--- config.mk ---
export PLATFORM = sky130hd
export DESIGN_NAME = turn_countdown_timer
export DESIGN_NICKNAME = d
export VERILOG_FILES = /design/src/rtl/turn_countdown_timer.sv
export SDC_FILE = /design/constraint.sdc
export NUM_CORES = 1
export LEC_CHECK = 0
export BUFFER_PORTS_ARGS = -buffer_cell sky130_fd_sc_hd__clkbuf_2
export CAP_MARGIN = 5
export CORE_MARGIN = 2
export CORE_UTILIZATION = 46
export DETAILED_ROUTE_END_ITERATION = 8
export HOLD_SLACK_MARGIN = 0.02
export PLACE_DENSITY = 0.73
export SLEW_MARGIN = 20
export SYNTH_ARGS = -nofsm -noshare
export SYNTH_HDL_FRONTEND = slang
export SYNTH_SLANG_ARGS = --single-unit
--- constraint.sdc ---
create_clock -name clk -period 1.4 [get_ports clk]
set_input_delay 0.28 -clock clk [delete_from_list [all_inputs] [get_ports clk]]
set_output_delay 0.28 -clock clk [all_outputs]
set_load 0.01 [all_outputs]
--- src/rtl/turn_countdown_timer.sv ---
// Turn countdown timer: loads a budget, counts it down once per PRESCALE clk cycles and pulses expired at 0.
// Outputs are registered, with one edge of latency from the controls. Define TURN_TIMER_AUTORELOAD_EN to re-arm at expiry.
module turn_countdown_timer #(
    parameter int WIDTH    = 4,
    parameter int PRESCALE = 4
) (
    input  logic             clk,
    input  logic             reset,
    input  logic             start,
    input  logic [WIDTH-1:0] load_val,
    input  logic             pause,
    input  logic             cancel,
    output logic [WIDTH-1:0] count,
    output logic             busy,
    output logic             tick,
    output logic             expired
);

    localparam int PW = (PRESCALE > 1) ? $clog2(PRESCALE) : 1;
    localparam logic [PW-1:0] PCNT_LAST = PW'(PRESCALE - 1);

    typedef enum logic [1:0] {
        ST_IDLE   = 2'd0,
        ST_RUN    = 2'd1,
        ST_PAUSED = 2'd2
    } state_t;

    state_t           state_q, state_d;
    logic [WIDTH-1:0] count_q, count_d;
    logic [PW-1:0]    pcnt_q,  pcnt_d;
    logic             busy_q,  busy_d;
    logic             tick_q,  tick_d;
    logic             expired_q, expired_d;
`ifdef TURN_TIMER_AUTORELOAD_EN
    logic [WIDTH-1:0] rld_q, rld_d;
`endif

    always_comb begin
        state_d   = state_q;
        count_d   = count_q;
        pcnt_d    = pcnt_q;
        tick_d    = 1'b0;
        expired_d = 1'b0;
`ifdef TURN_TIMER_AUTORELOAD_EN
        rld_d     = rld_q;
`endif

        if (cancel) begin
            // Abort swallows any tick or expiry due this cycle.
            state_d = ST_IDLE;
            count_d = '0;
            pcnt_d  = '0;
        end else if (start) begin
`ifdef TURN_TIMER_AUTORELOAD_EN
            rld_d  = load_val;
`endif
            pcnt_d = '0;
            if (load_val != '0) begin
                count_d = load_val;
                state_d = ST_RUN;
            end else begin
                count_d   = '0;
                state_d   = ST_IDLE;
                expired_d = 1'b1;
            end
        end else begin
            unique case (state_q)
                ST_RUN: begin
                    if (pause) begin
                        state_d = ST_PAUSED;
                    end else if (pcnt_q == PCNT_LAST) begin
                        pcnt_d = '0;
                        if (count_q != '0) begin
                            tick_d  = 1'b1;
                            count_d = count_q - WIDTH'(1);
                            if (count_q == WIDTH'(1)) begin
                                expired_d = 1'b1;
`ifdef TURN_TIMER_AUTORELOAD_EN
                                count_d = rld_q;
`else
                                state_d = ST_IDLE;
`endif
                            end
                        end
                    end else begin
                        pcnt_d = pcnt_q + PW'(1);
                    end
                end
                ST_PAUSED: begin
                    if (!pause) begin
                        state_d = ST_RUN;
                    end
                end
                default: begin
                    state_d = ST_IDLE;
                end
            endcase
        end

        busy_d = (state_d != ST_IDLE);
    end

    always_ff @(posedge clk or posedge reset) begin
        if (reset) begin
            state_q   <= ST_IDLE;
            count_q   <= '0;
            pcnt_q    <= '0;
            busy_q    <= 1'b0;
            tick_q    <= 1'b0;
            expired_q <= 1'b0;
`ifdef TURN_TIMER_AUTORELOAD_EN
            rld_q     <= '0;
`endif
        end else begin
            state_q   <= state_d;
            count_q   <= count_d;
            pcnt_q    <= pcnt_d;
            busy_q    <= busy_d;
            tick_q    <= tick_d;
            expired_q <= expired_d;
`ifdef TURN_TIMER_AUTORELOAD_EN
            rld_q     <= rld_d;
`endif
        end
    end

    assign count   = count_q;
    assign busy    = busy_q;
    assign tick    = tick_q;
    assign expired = expired_q;

endmodule

Yosys cells after proc, flatten, opt, wreduce, memory -nomap -nowiden. Cells that the tools add are included.

$add $sub $neg: 2. Multiply operators: 0. Div/mod/pow operators: 0. Order comparisons: 0. Equality and inequality tests: 5. Shift-type cells: 0. Multiplexer cells: 35. Bitwise operators: 0. Reduce and logical (&&, ||, !) cells: 8.

Operator list (number): $mux 4 (7); $mux 2 (12); $mux 1 (15); $reduce_bool 3->1 (3); $reduce_bool 4->1 (2); $eq 2x2->1 const B (2); $eq 4x1->1 const B (1); $pmux 2 s2 (1); $reduce_and 4->1 (1); $sub 4x1->4 const B (1); $ne 3x2->1 const B (1); $add 2x1->2 const B (1); $eq 2x1->1 const B (1); $reduce_and 2->1 (1); $reduce_bool 2->1 (1).

Register bits after elaboration: 11. Latch bits: 0. RAM bits: 0. ROM bits: 0. Input port bits: 9. Output and inout bits: 7. Word-level logic and storage cells: 56. Memories kept: 0.

Logic depth before layout (Yosys ltp). Gate-level depths: netlist of the first run.

Word-level depth: 9. Mapped depth: 7. Gate-level depth less buffers: 6.

Worst setup path before layout of the first run. OpenSTA, ideal clock, no wires.

Path type: register -> register. Start point: register count_q[1] (netlist: count[1]). End point: register busy_q (netlist: busy). Setup time: 0.127 ns. Arrival time: 1.519 ns. Required time: 1.273 ns. Setup slack: -0.245 ns. Stages on the path, launching flop included: 7. Buffers on the path: 0. Period minus slack after synthesis: 1.645 ns. Cell sequence: dfrtp_1 inv_1 ha_1 or3b_1 or2_0 a32oi_1 o21bai_1.

Cells in the longest elaborated chain, start to end: 9. Elaborated cells between the ends (all ways): 10. Classes of those cells: 1 x eq/ne; 7 x mux; 2 x reduce/logical.

RTL lines: start, declared (RTL line 29) `logic [WIDTH-1:0] count_q, count_d;`; start signal, assigned (RTL line 116) `count_q <= count_d;`; $eq 4x1->1 (RTL line 76) `if (count_q == WIDTH'(1)) begin`; $mux 2 (RTL line 76); $mux 2 * (RTL line 73) `if (count_q != '0) begin`; $mux 2 * (RTL line 71) `end else if (pcnt_q == PCNT_LAST) begin`; $mux 2 * (RTL line 69) `if (pause) begin`; $pmux 2 s2 * (RTL line 67) `unique case (state_q)`; $mux 2 * (RTL line 53) `end else if (start) begin`; $mux 2 * (RTL line 48) `if (cancel) begin`; $reduce_bool 2->1 * (RTL line 100) `busy_d = (state_d != ST_IDLE);`; named net busy_d (RTL line 31) `logic busy_q, busy_d;`; end signal, assigned (RTL line 118) `busy_q <= busy_d;`; end, declared (RTL line 31).

Mark *: on every way through the listed nets, which the timed path passes. The rest lies on a longest branch. A chain may end at the register's enable or synchronous reset.

Worst setup path after layout of the first run. Same ends and word-level chain as after synthesis.

==> out/summary.log, run 1 <==
INFO  synth          synthArstFlopShare=100%
INFO  worst_setup_path critical_path_required=1.54ns
INFO  floorplan      fp.dieArea=1830squm
INFO  global_routing largest_net_degree_at_the_start_of_global_routing=14
INFO  floorplan      num_rows=14
INFO  timing         hold-worst-slack=0.291ns
INFO  floorplan      io_pins=16
INFO  global_routing first_global_vias=599
INFO  clock_tree     cts-root-buf=sky130_fd_sc_hd__clkbuf_4
INFO  placed_design  finalWeightedCongestion=0.779
INFO  status         outcome=finished, violations left
INFO  pwr            cellPowerDensity=696nW/um^2
INFO  route          via_per_inst=4.87
INFO  worst_setup_path worst-path-max-fanout=3
INFO  clock_tree     clk_latency=0.25ns
INFO  synth          yosysSeqAreaShare=39.7%
INFO  pwr            fin_total_pwr=0.714mW
INFO  synth          post_synth_design_cell_area=693squm
INFO  global_routing number_of_antenna_violations_at_the_first_check_in_global_routing=0
INFO  final_layout   area_growth_from_synthesis_to_layout=48.0%
INFO  synth          ys_types=34
INFO  timing         layout_worst_path_cycle_share=114%
INFO  worst_setup_path ff2ff_setup_slack=-0.20ns
INFO  route          remaining_drc_errors=0
INFO  route          routed_wire_length_per_instance=11.9microns
INFO  worst_setup_path worst_setup_path_start_kind=flip-flop
INFO  worst_setup_path timing_worst_setup_path_type=reg2reg
INFO  floorplan      die_w=42.8microns
INFO  clock_tree     cts.path.max_buffers=2
INFO  floorplan      fp.coreArea=1450squm
INFO  timing         finalWorstPathRequiredPeriod=1.60ns
INFO  job            max-cap-violations=0
INFO  global_routing grt_overflow_total=0
INFO  timing         fmax=625MHz
INFO  route          drt_pre_antenna_iters=2
INFO  timing         worst_slew_pin_slew=0.431ns
INFO  final_layout   layout.cells.most_common_list=sky130_fd_sc_hd__buf_4 (18), sky130_fd_sc_hd__clkbuf_2 (15), sky130_fd_sc_hd__dfrtp_1 (10)
INFO  floorplan      dieHeight=42.8microns
INFO  synth          mappedNetlistNets=83
INFO  status         violations=setup timing
INFO  worst_setup_path timing.critical_path.arrival=1.74ns
INFO  worst_hold_path holdCritPathClass=in2reg
INFO  final_layout   final_layout_size_suffix_gt1_share=53.8%
INFO  timing         setup_viol_count_final=8
INFO  route          route.final.wire_length=1460microns
INFO  synth          dominantRegCellSynth=sky130_fd_sc_hd__dfrtp_1
INFO  route          drt_first_iter_violations=6
INFO  synth          synthesis.yosys.warnings=0
INFO  placed_design  dp_hpwl=1110microns
INFO  placed_design  detailed_place.area=912squm
INFO  timing         grt_setup_unrepaired=yes
INFO  floorplan      floorplan.initialDensity=47.7%
INFO  route          drtAntennaViolNets=0
INFO  final_layout   insertedDiodeCount=0
INFO  pwr            leakage_power=0.531nW
INFO  placed_design  io_buffers=15
INFO  clock_tree     clk_transition_reported_paths=0.07ns
INFO  global_routing groute.usage.overall=18.1%
INFO  clock_tree     cts.htree.levels=1
INFO  final_layout   finalNetCount=122
INFO  final_layout   finalCoreUtilization=70.6%
INFO  final_layout   mostFrequentLayoutCell=sky130_fd_sc_hd__buf_4
INFO  synth          synth_edf_count=0
INFO  global_routing grt_pass1_wl=2550microns
INFO  timing         hold_violations=0
INFO  pwr            peakVddDrop=0.000519V
INFO  worst_setup_path cp-end-kind=flip-flop
INFO  clock_tree     cts_inserted_buffers=3
INFO  timing         finClkSkew=0.00348ns
INFO  final_layout   final_cell_area=1030squm
INFO  synth          number_of_flip_flops_and_latches_in_the_synthesized_netlist=11
INFO  route          vias=594
INFO  clock_tree     tritoncts=built
INFO  synth          synthesis.area_per_instance=10.2squm
INFO  final_layout   n_fill_cell=113
INFO  timing         slew-limit-headroom=71.0%
INFO  synth          syn-instance-count=68
INFO  timing         finalMaxSlewViolations=0
INFO  clock_tree     cts.sinks=11
INFO  timing         timing.final.ws_setup=-0.200ns
==> layout make-up <==
type                    count  area (sq um)  share of cell area [%]
clock buffers               4          26.3                    2.56
repair buffers             36           243                    23.7
flip-flops and latches     11           277                    27.0
multi-input cells          46           427                    41.6
well taps                  16          20.0                    1.95
inverters                   9          33.8                    3.29
==> sequential cells by signal (all words and copies together), names as in the netlist <==
signal / cells
state_q: 2
count: 4
tick: 1
expired: 1
busy: 1
pcnt_q: 2
==> final timing paths <==
check	startpoint	end	cells after the start
min in group asynchronous	reset	count[1]	3
worst max register to register	count[1]	busy	6
worst min-delay path	cancel	expired	2
worst max-delay path	count[1]	busy	6
worst min register to register	pcnt_q[1]	pcnt_q[1]	2
max in group asynchronous	reset	count[0]	3
==> kinds of logic (layout without fill, tap and decap cells) <==
| logic type | Yosys count | after routing | share of synthesized area (%) |
|---|---|---|---|
| adders and majority gates | 6 | 6 | 10.8 |
| xor gates and xnor gates | 4 | 4 | 5.05 |
| muxes | 2 | 2 | 3.07 |
| AOI/OAI and AO/OA | 13 | 13 | 14.4 |
| buffers and inverters | 11 | 49 | 7.58 |
| DFF | 11 | 11 | 39.7 |
| and+or+nand+nor | 21 | 21 | 19.3 |
==> repair_timing <==
item                       4_1_cts  5_1_grt
buffers inserted                 2        2
hold endpoints to repair        11        0
setup endpoints to repair        8       10
pin swaps                        4        5
gates cloned                     0        0
hold buffers                     1        0
resized for setup                4        9
==> routing by layer <==
layer / vias to the layer above / part of all wire (%) / wire [microns] / global-route usage (%)
met5: - / 0 / 0 / 0
met4: 0 / 0.82 / 12 / 5.63
met3: 2 / 3.3 / 48 / 1.28
met2: 11 / 47 / 681 / 29.4
met1: 268 / 49 / 714 / 25.7
li1: 313 / - / - / -
==> worst max-delay path, stage by stage (launching register included) <==
cell	delay, ns
sky130_fd_sc_hd__dfrtp_1	0.39
sky130_fd_sc_hd__inv_2	0.09
sky130_fd_sc_hd__ha_4	0.12
sky130_fd_sc_hd__or3b_4	0.38
sky130_fd_sc_hd__or2_0	0.22
sky130_fd_sc_hd__a32oi_2	0.20
sky130_fd_sc_hd__o21bai_1	0.09
==> where the power goes <==
part	total, mW	leakage, nW	internal [mW]	switching, mW
clock	0.200	0.0150	0.110	0.0901
sequential	0.338	0.146	0.330	0.00836
combinational	0.176	0.370	0.0963	0.0794
total	0.714	0.531	0.536	0.178
==> per-stage QoR <==
step	setup TNS [ns]	cells	setup WS, ns
floorplan	-0.648	68	-0.181
detailed placement	-1.09	114	-0.257
finish	-0.951	122	-0.200
global route	-1.51	122	-0.268
CTS	-0.938	121	-0.235
global placement	-0.965	114	-0.259
==> synth_stat cells (all sizes together) (2+ instances only) <==
cell type,instances,area (sq um)
dfrtp,11,275
inv,9,33.8
ha,6,75.1
nor2,4,15.0
xnor2,4,35.0
a21oi,3,15.0
buf,2,18.8
nand2b,2,12.5
nand4b,2,17.5
o21a,2,15.0
or2,2,12.5
or3,2,13.8
No activity file was read; power rests on OpenSTA's default activity.
==> inputs of run 2 (changes only) <==
Settings changed: RECOVER_POWER set to 50, SETUP_SLACK_MARGIN set to 0.1.
==> out/summary.log, run 2 (synthesis gave the netlist of run 1 again) <==
INFO  job            max-cap-violations=0 [unchanged]
INFO  worst_setup_path worst_setup_path_start_kind=flip-flop
INFO  worst_setup_path cp-end-kind=flip-flop
INFO  worst_setup_path worst_path_largest_cell_delay=0.41ns [+0.02 ns]
INFO  worst_setup_path rr_worst_depth=6 [unchanged]
INFO  route          vias=650 [+9.4%]
INFO  pwr            power.share.combinational=27.7% [+3.1 points]
INFO  status         outcome=finished, violations left
INFO  timing         slew-limit-headroom=63.7% [-7.3 points]
INFO  timing         setup_viol_count_final=9 [+1]
INFO  pwr            net-switching-power=0.206mW [+16%]
INFO  global_routing groute.usage.overall=23.6% [+5.4 points]
INFO  pwr            cellPowerDensity=688nW/um^2 [-1.2%]
INFO  final_layout   layout.cells.most_common_list=sky130_fd_sc_hd__buf_4 (15), sky130_fd_sc_hd__clkbuf_2 (13), sky130_fd_sc_hd__dfrtp_1 (10), sky130_fd_sc_hd__buf_6 (10), sky130_fd_sc_hd__inv_1 (6)
INFO  clock_tree     clk_transition_reported_paths=0.07ns [about the same]
INFO  worst_setup_path cpMaxStageDelayCell=sky130_fd_sc_hd__dfrtp_1
INFO  pwr            switching_share=26.9% [+2.0 points]
INFO  global_routing largest_net_degree_at_the_start_of_global_routing=12 [-2]
INFO  pwr            peakVddDrop=0.000655V [+26%]
INFO  route          via_per_inst=5.20 [+6.8%]
INFO  worst_setup_path timing_worst_setup_path_type=reg2reg
INFO  timing         finClkSkew=0.00271ns [-0.000780 ns]
INFO  global_routing grt_pass1_wl=3160microns [+24%]
INFO  placed_design  dp_hpwl=1300microns [+17%]
INFO  pwr            fin_total_pwr=0.764mW [+7.0%]
INFO  floorplan      num_rows=14 [unchanged]
INFO  worst_setup_path critical_path_required=1.55ns [about the same]
INFO  worst_setup_path worst-path-max-fanout=3 [unchanged]
INFO  global_routing number_of_antenna_violations_at_the_first_check_in_global_routing=0 [unchanged]
INFO  global_routing grt_overflow_total=0 [unchanged]
INFO  clock_tree     cts_inserted_buffers=3 [unchanged]
INFO  worst_setup_path timing.critical_path.arrival=1.87ns [+0.13 ns]
INFO  route          drt_first_iter_violations=10 [+4]
INFO  pwr            power.sequential.fraction=44.5% [-2.9 points]
INFO  worst_hold_path holdCritPathClass=in2reg
INFO  clock_tree     cts.path.max_buffers=2 [unchanged]
INFO  timing         hold_violations=0 [unchanged]
INFO  final_layout   n_fill_cell=114 [+0.88%]
INFO  final_layout   multiInputGateArea=454squm [+6.5%]
INFO  floorplan      io_pins=16 [unchanged]
INFO  worst_setup_path timing.critical_path.buf_inv=1 [unchanged]
INFO  pwr            power.share.clock=27.8% [-0.2 points]
INFO  placed_design  io_buffers=15 [unchanged]
INFO  floorplan      fp.dieArea=1830squm [unchanged]
INFO  final_layout   insertedDiodeCount=0 [unchanged]
INFO  clock_tree     cts.htree.levels=1 [unchanged]
INFO  worst_setup_path rr_startpoint=count[1]
INFO  timing         grt_setup_unrepaired=yes
INFO  status         violations=setup timing
INFO  final_layout   largest_register_ff_count=4 [unchanged]
INFO  clock_tree     cts.sinks=11 [unchanged]
INFO  global_routing first_global_vias=715 [+19%]
INFO  final_layout   finalNetCount=125 [+2.5%]
INFO  worst_hold_path min_path_cells=2 [unchanged]
INFO  worst_setup_path worstSetupStartpoint=count[1]
INFO  clock_tree     clk_latency=0.27ns [+0.02 ns]
INFO  floorplan      floorplan.initialDensity=47.7% [unchanged]
INFO  timing         worst_slew_pin_slew=0.539ns [+0.108 ns]
INFO  route          drtAntennaViolNets=0 [unchanged]
INFO  clock_tree     cts-root-buf=sky130_fd_sc_hd__clkbuf_4
INFO  placed_design  place_worst_setup_slack=-0.291ns [-0.0341 ns]
INFO  timing         layout_worst_path_cycle_share=123% [+8.3 points]
INFO  route          remaining_drc_errors=0 [unchanged]
INFO  floorplan      dieHeight=42.8microns [unchanged]
INFO  pwr            leakage_power=0.566nW [+6.6%]
INFO  timing         finalWorstPathRequiredPeriod=1.72ns [+0.116 ns]
INFO  worst_setup_path crit_family=simple AND/OR/NAND/NOR gates
INFO  worst_setup_path path_cells=inv_2, ha_4, or3b_4, or2_1, a32oi_2, o21bai_1
INFO  placed_design  finalWeightedCongestion=0.764 [-1.9%]
INFO  route          route.final.wire_length=1960microns [+35%]
INFO  route          routed_wire_length_per_instance=15.7microns [+32%]
INFO  worst_hold_path hold_wc_startpoint=cancel
INFO  pwr            internal_power=0.558mW [+4.2%]
INFO  timing         timing.final.ws_setup=-0.317ns [-0.116 ns]
INFO  final_layout   final_layout_size_suffix_gt1_share=57.8% [+4.0 points]
INFO  clock_tree     tritoncts=built
INFO  worst_setup_path crit_cells=6 [unchanged]
INFO  final_layout   seq_area=277squm [unchanged]
INFO  floorplan      fp.coreArea=1450squm [unchanged]
INFO  floorplan      die_w=42.8microns [unchanged]
INFO  timing         finalMaxSlewViolations=0 [unchanged]
INFO  route          drt_pre_antenna_iters=4 [+2]
INFO  final_layout   area_growth_from_synthesis_to_layout=60.3%
INFO  final_layout   mostFrequentLayoutCell=sky130_fd_sc_hd__buf_4
INFO  timing         fmax=583MHz [-6.8%]
[run 2: cell types whose count changed in the layout (fill, tap and decap cells not counted), sizes merged]
| cell | before | now |
|---|---|---|
| buf | 20 | 25 |
| clkbuf | 19 | 17 |
[run 2: layout make-up]
cell class | instances | share of cell area, %
inverter | 9 | 3.04
timing repair buffer | 39 | 27.0
sequential | 11 | 24.9
tap | 16 | 1.80
clock buffer | 4 | 2.36
multi-input combinational | 46 | 40.9
[run 2: metal layers]
layer  up-vias  part of all wire [%]  GRT usage, %
met5         -                     0             0
met4         0                   2.0          10.6
met3         7                   3.2          2.13
met2        21                    50          42.7
met1       304                    45          27.6
li1        318                     -             -
[run 2: what timing repair did]
| action | in CTS | in global routing |
|---|---|---|
| endpoints found under the hold margin | 11 | 0 |
| buffers inserted | 4 | 3 |
| pin swaps | 6 | 4 |
| hold buffers | 1 | 0 |
| endpoints found under the setup margin | 13 | 14 |
| gates resized for setup | 14 | 15 |
[run 2: power by group through the flow]
stage / sequential (mW) / combinational, mW / clock (mW)
3_5_place_dp: 0.344 / 0.151 / 0
2_1_floorplan: 0.352 / 0.0714 / 0
6_report: 0.340 / 0.212 / 0.212
4_1_cts: 0.339 / 0.181 / 0.211
5_1_grt: 0.342 / 0.228 / 0.225
3_3_place_gp: 0.343 / 0.146 / 0
[run 2: metrics by stage]
stage,instance area [sq um],std cells,setup TNS [ns],hold WS [ns],util (%)
floorplan,708,68,-0.648,0.132,-
global placement,912,114,-0.893,0.256,62.7
detailed placement,912,114,-1.27,0.260,62.7
CTS,1030,122,-1.08,0.269,70.6
global route,1110,125,-2.24,0.282,76.4
finish,1110,125,-1.66,0.272,76.4
[run 2: path summary, 6_finish.rpt]
path                        endpoint  slack [ns]
min in group asynchronous  pcnt_q[1]        0.53
max reg2reg                     busy       -0.32
min                          expired        0.27
max                             busy       -0.32
min reg2reg                pcnt_q[1]        0.59
max in group asynchronous   count[0]        0.56
==> inputs of run 3 (changes only) <==
Settings changed: CORE_UTILIZATION 46 to 50, PLACE_DENSITY 0.73 to 0.75, REMOVE_ABC_BUFFERS set to 1.
Clock period 1.4 ns to 2 ns, I/O delays scaled along.
==> out/summary.log, run 3 (synthesis gave the netlist of run 1 again) <==
INFO  timing         finClkSkew=0.00577ns [+0.00307 ns]
INFO  worst_setup_path timing_worst_setup_path_type=reg2reg
INFO  timing         setup_viol_count_final=0 [-9]
INFO  timing         fmax=551MHz [-5.4%]
INFO  worst_setup_path worst_path_largest_cell_delay=0.39ns [-0.02 ns]
INFO  placed_design  placed_insts=97 [-15%]
INFO  pwr            power.share.clock=32.7% [+4.9 points]
INFO  placed_design  dp_hpwl=1120microns [-14%]
INFO  global_routing first_global_vias=560 [-22%]
INFO  final_layout   n_fill_cell=119 [+4.4%]
INFO  worst_setup_path cpMaxStageDelayCell=sky130_fd_sc_hd__dfrtp_1
INFO  pwr            power.sequential.fraction=50.9% [+6.4 points]
INFO  pwr            power.share.combinational=16.5% [-11 points]
INFO  route          route.final.wire_length=1390microns [-29%]
INFO  timing         layout_worst_path_cycle_share=90.7% [-32 points]
INFO  worst_setup_path ff2ff_setup_slack=0.19ns [+0.50 ns]
INFO  clock_tree     post-cts-setup-buffers=0 [-4]
INFO  worst_setup_path crit_family=simple AND/OR/NAND/NOR gates
INFO  timing         setup_total_negative_slack=0ns [+1.66 ns]
INFO  timing         finalMaxSlewViolations=0 [unchanged]
INFO  route          via_per_inst=5.38 [+3.4%]
INFO  global_routing number_of_antenna_violations_at_the_first_check_in_global_routing=0 [unchanged]
INFO  final_layout   seq_area=275squm [-0.45%]
INFO  clock_tree     clk_transition_reported_paths=0.07ns [about the same]
INFO  final_layout   mostFrequentLayoutCell=sky130_fd_sc_hd__clkbuf_2
INFO  worst_setup_path worst_setup_path_start_kind=flip-flop
INFO  route          routed_wire_length_per_instance=13.7microns [-12%]
INFO  final_layout   post_layout_nonfiller_instances=101 [-19%]
INFO  clock_tree     clk_latency=0.27ns [about the same]
INFO  timing         slew-limit-headroom=66.2% [+2.5 points]
INFO  timing         hold-worst-slack=0.0842ns [-0.188 ns]
INFO  route          drtAntennaViolNets=0 [unchanged]
INFO  pwr            net-switching-power=0.126mW [-39%]
INFO  clock_tree     cts.htree.levels=1 [unchanged]
INFO  worst_setup_path rr_startpoint=count[1]
INFO  global_routing groute.usage.overall=21.4% [-2.1 points]
INFO  timing         worst_slew_pin_slew=0.503ns [-0.0369 ns]
INFO  worst_setup_path critical_path_required=2.15ns [+0.60 ns]
INFO  clock_tree     cts.path.max_buffers=2 [unchanged]
INFO  route          remaining_drc_errors=0 [unchanged]
INFO  route          vias=543 [-16%]
INFO  clock_tree     cts-root-buf=sky130_fd_sc_hd__clkbuf_4
INFO  worst_setup_path path_cells=inv_1, ha_1, or3b_1, or2_0, a32oi_1, o21bai_1
INFO  worst_setup_path timing.critical_path.buf_inv=1 [unchanged]
INFO  pwr            peakVddDrop=0.000381V [-42%]
INFO  timing         finalWorstPathRequiredPeriod=1.81ns [+0.0976 ns]
INFO  global_routing grt_pass1_wl=2220microns [-30%]
INFO  floorplan      fp.coreArea=1300squm [-10%]
INFO  pwr            cellPowerDensity=587nW/um^2 [-15%]
INFO  worst_hold_path holdCritPathClass=in2async
INFO  final_layout   area_growth_from_synthesis_to_layout=15.5%
INFO  pwr            leakage_power=0.388nW [-31%]
INFO  floorplan      num_rows=13 [-1]
INFO  pwr            switching_share=26.9% [-0.034 points]
INFO  final_layout   insertedDiodeCount=0 [unchanged]
INFO  final_layout   largest_register_ff_count=4 [unchanged]
INFO  route          drt_pre_antenna_iters=4 [unchanged]
INFO  worst_setup_path timing.critical_path.arrival=1.96ns [+0.09 ns]
INFO  status         outcome=complete, no violations
INFO  final_layout   final_layout_size_suffix_gt1_share=27.9% [-30 points]
INFO  floorplan      fp.dieArea=1700squm [-7.3%]
INFO  final_layout   layout.cells.most_common_list=sky130_fd_sc_hd__clkbuf_2 (12), sky130_fd_sc_hd__dfrtp_1 (11), sky130_fd_sc_hd__inv_1 (9)
INFO  pwr            internal_power=0.343mW [-38%]
INFO  worst_setup_path worstSetupStartpoint=count[1]
INFO  placed_design  io_buffers=15 [unchanged]
INFO  clock_tree     tritoncts=built
INFO  pwr            fin_total_pwr=0.470mW [-38%]
INFO  final_layout   finalNetCount=102 [-18%]
INFO  route          drt_first_iter_violations=15 [+5]
INFO  timing         grt_setup_unrepaired=no
INFO  global_routing grt_overflow_total=0 [unchanged]
INFO  clock_tree     cts.sinks=11 [unchanged]
INFO  job            max-cap-violations=0 [unchanged]
INFO  floorplan      dieHeight=41.2microns [-3.7%]
INFO  placed_design  finalWeightedCongestion=0.729 [-4.6%]
INFO  final_layout   multiInputGateArea=368squm [-19%]
INFO  clock_tree     cts_inserted_buffers=3 [unchanged]
INFO  worst_setup_path cp-end-kind=flip-flop
INFO  worst_setup_path worst-path-max-fanout=4 [+1]
INFO  timing         hold_violations=0 [unchanged]
INFO  floorplan      io_pins=16 [unchanged]
INFO  floorplan      die_w=41.2microns [-3.7%]
INFO  global_routing largest_net_degree_at_the_start_of_global_routing=14 [+2]
INFO  floorplan      floorplan.initialDensity=53.3% [+5.6 points]
==> run 3: changes by cell type in the layout (fill, tap and decap cells not counted), moves of 2 or more <==
| cell | delta |
|---|---|
| sky130_fd_sc_hd__inv_1 | +3 |
| sky130_fd_sc_hd__ha_2 | -2 |
| sky130_fd_sc_hd__buf_6 | -10 |
| sky130_fd_sc_hd__ha_1 | +4 |
| sky130_fd_sc_hd__clkbuf_1 | +3 |
| sky130_fd_sc_hd__buf_4 | -14 |
| sky130_fd_sc_hd__ha_4 | -2 |
| sky130_fd_sc_hd__inv_2 | -3 |
==> run 3: path summary, 6_finish.rpt <==
kind	end	cells past startpoint
setup reg to reg	busy	6
max in group asynchronous	busy	2
hold / removal	pcnt_q[0]	2
hold reg to reg	pcnt_q[1]	2
min in group clk	count[1]	3
setup / recovery	busy	6
==> run 3: layer usage <==
metal	wire (microns)	GRT usage [%]	vias up
met3	51	6.52	2
li1	-	-	272
met1	576	21.8	259
met5	0	0	-
met2	748	39.5	10
met4	11	9.68	0
==> run 3: area by class of cell <==
cell class,instances,share of cell area (%)
Multi-Input combinational cell,46,45.9
Clock buffer,4,3.28
Timing Repair Buffer,16,9.84
Sequential cell,11,34.4
Inverter,9,4.22
Tap cell,15,2.34
==> run 3: through the flow <==
stage          setup slack (ns)  cell area [sq um]  utilization (%)
6_report                  0.186                801             61.5
5_1_grt                   0.103                801             61.5
4_1_cts                   0.176                802             61.6
3_5_place_dp              0.196                776             59.6
3_3_place_gp              0.242                776             59.6
2_1_floorplan             0.303                674                -
==> run 3: power groups by stage <==
stage / sequential, mW / clock (mW) / combinational, mW
floorplan: 0.245 / 0 / 0.0426
global placement: 0.243 / 0 / 0.0753
detailed placement: 0.243 / 0 / 0.0779
CTS: 0.239 / 0.158 / 0.0782
global route: 0.240 / 0.171 / 0.0878
finish: 0.239 / 0.153 / 0.0774
==> run 3: timing repair <==
item / CTS / global route
endpoints found under the hold margin: 0 / 0
hold buffers: 0 / 0
endpoints found under the setup margin: 0 / 2
resized for setup: 0 / 1
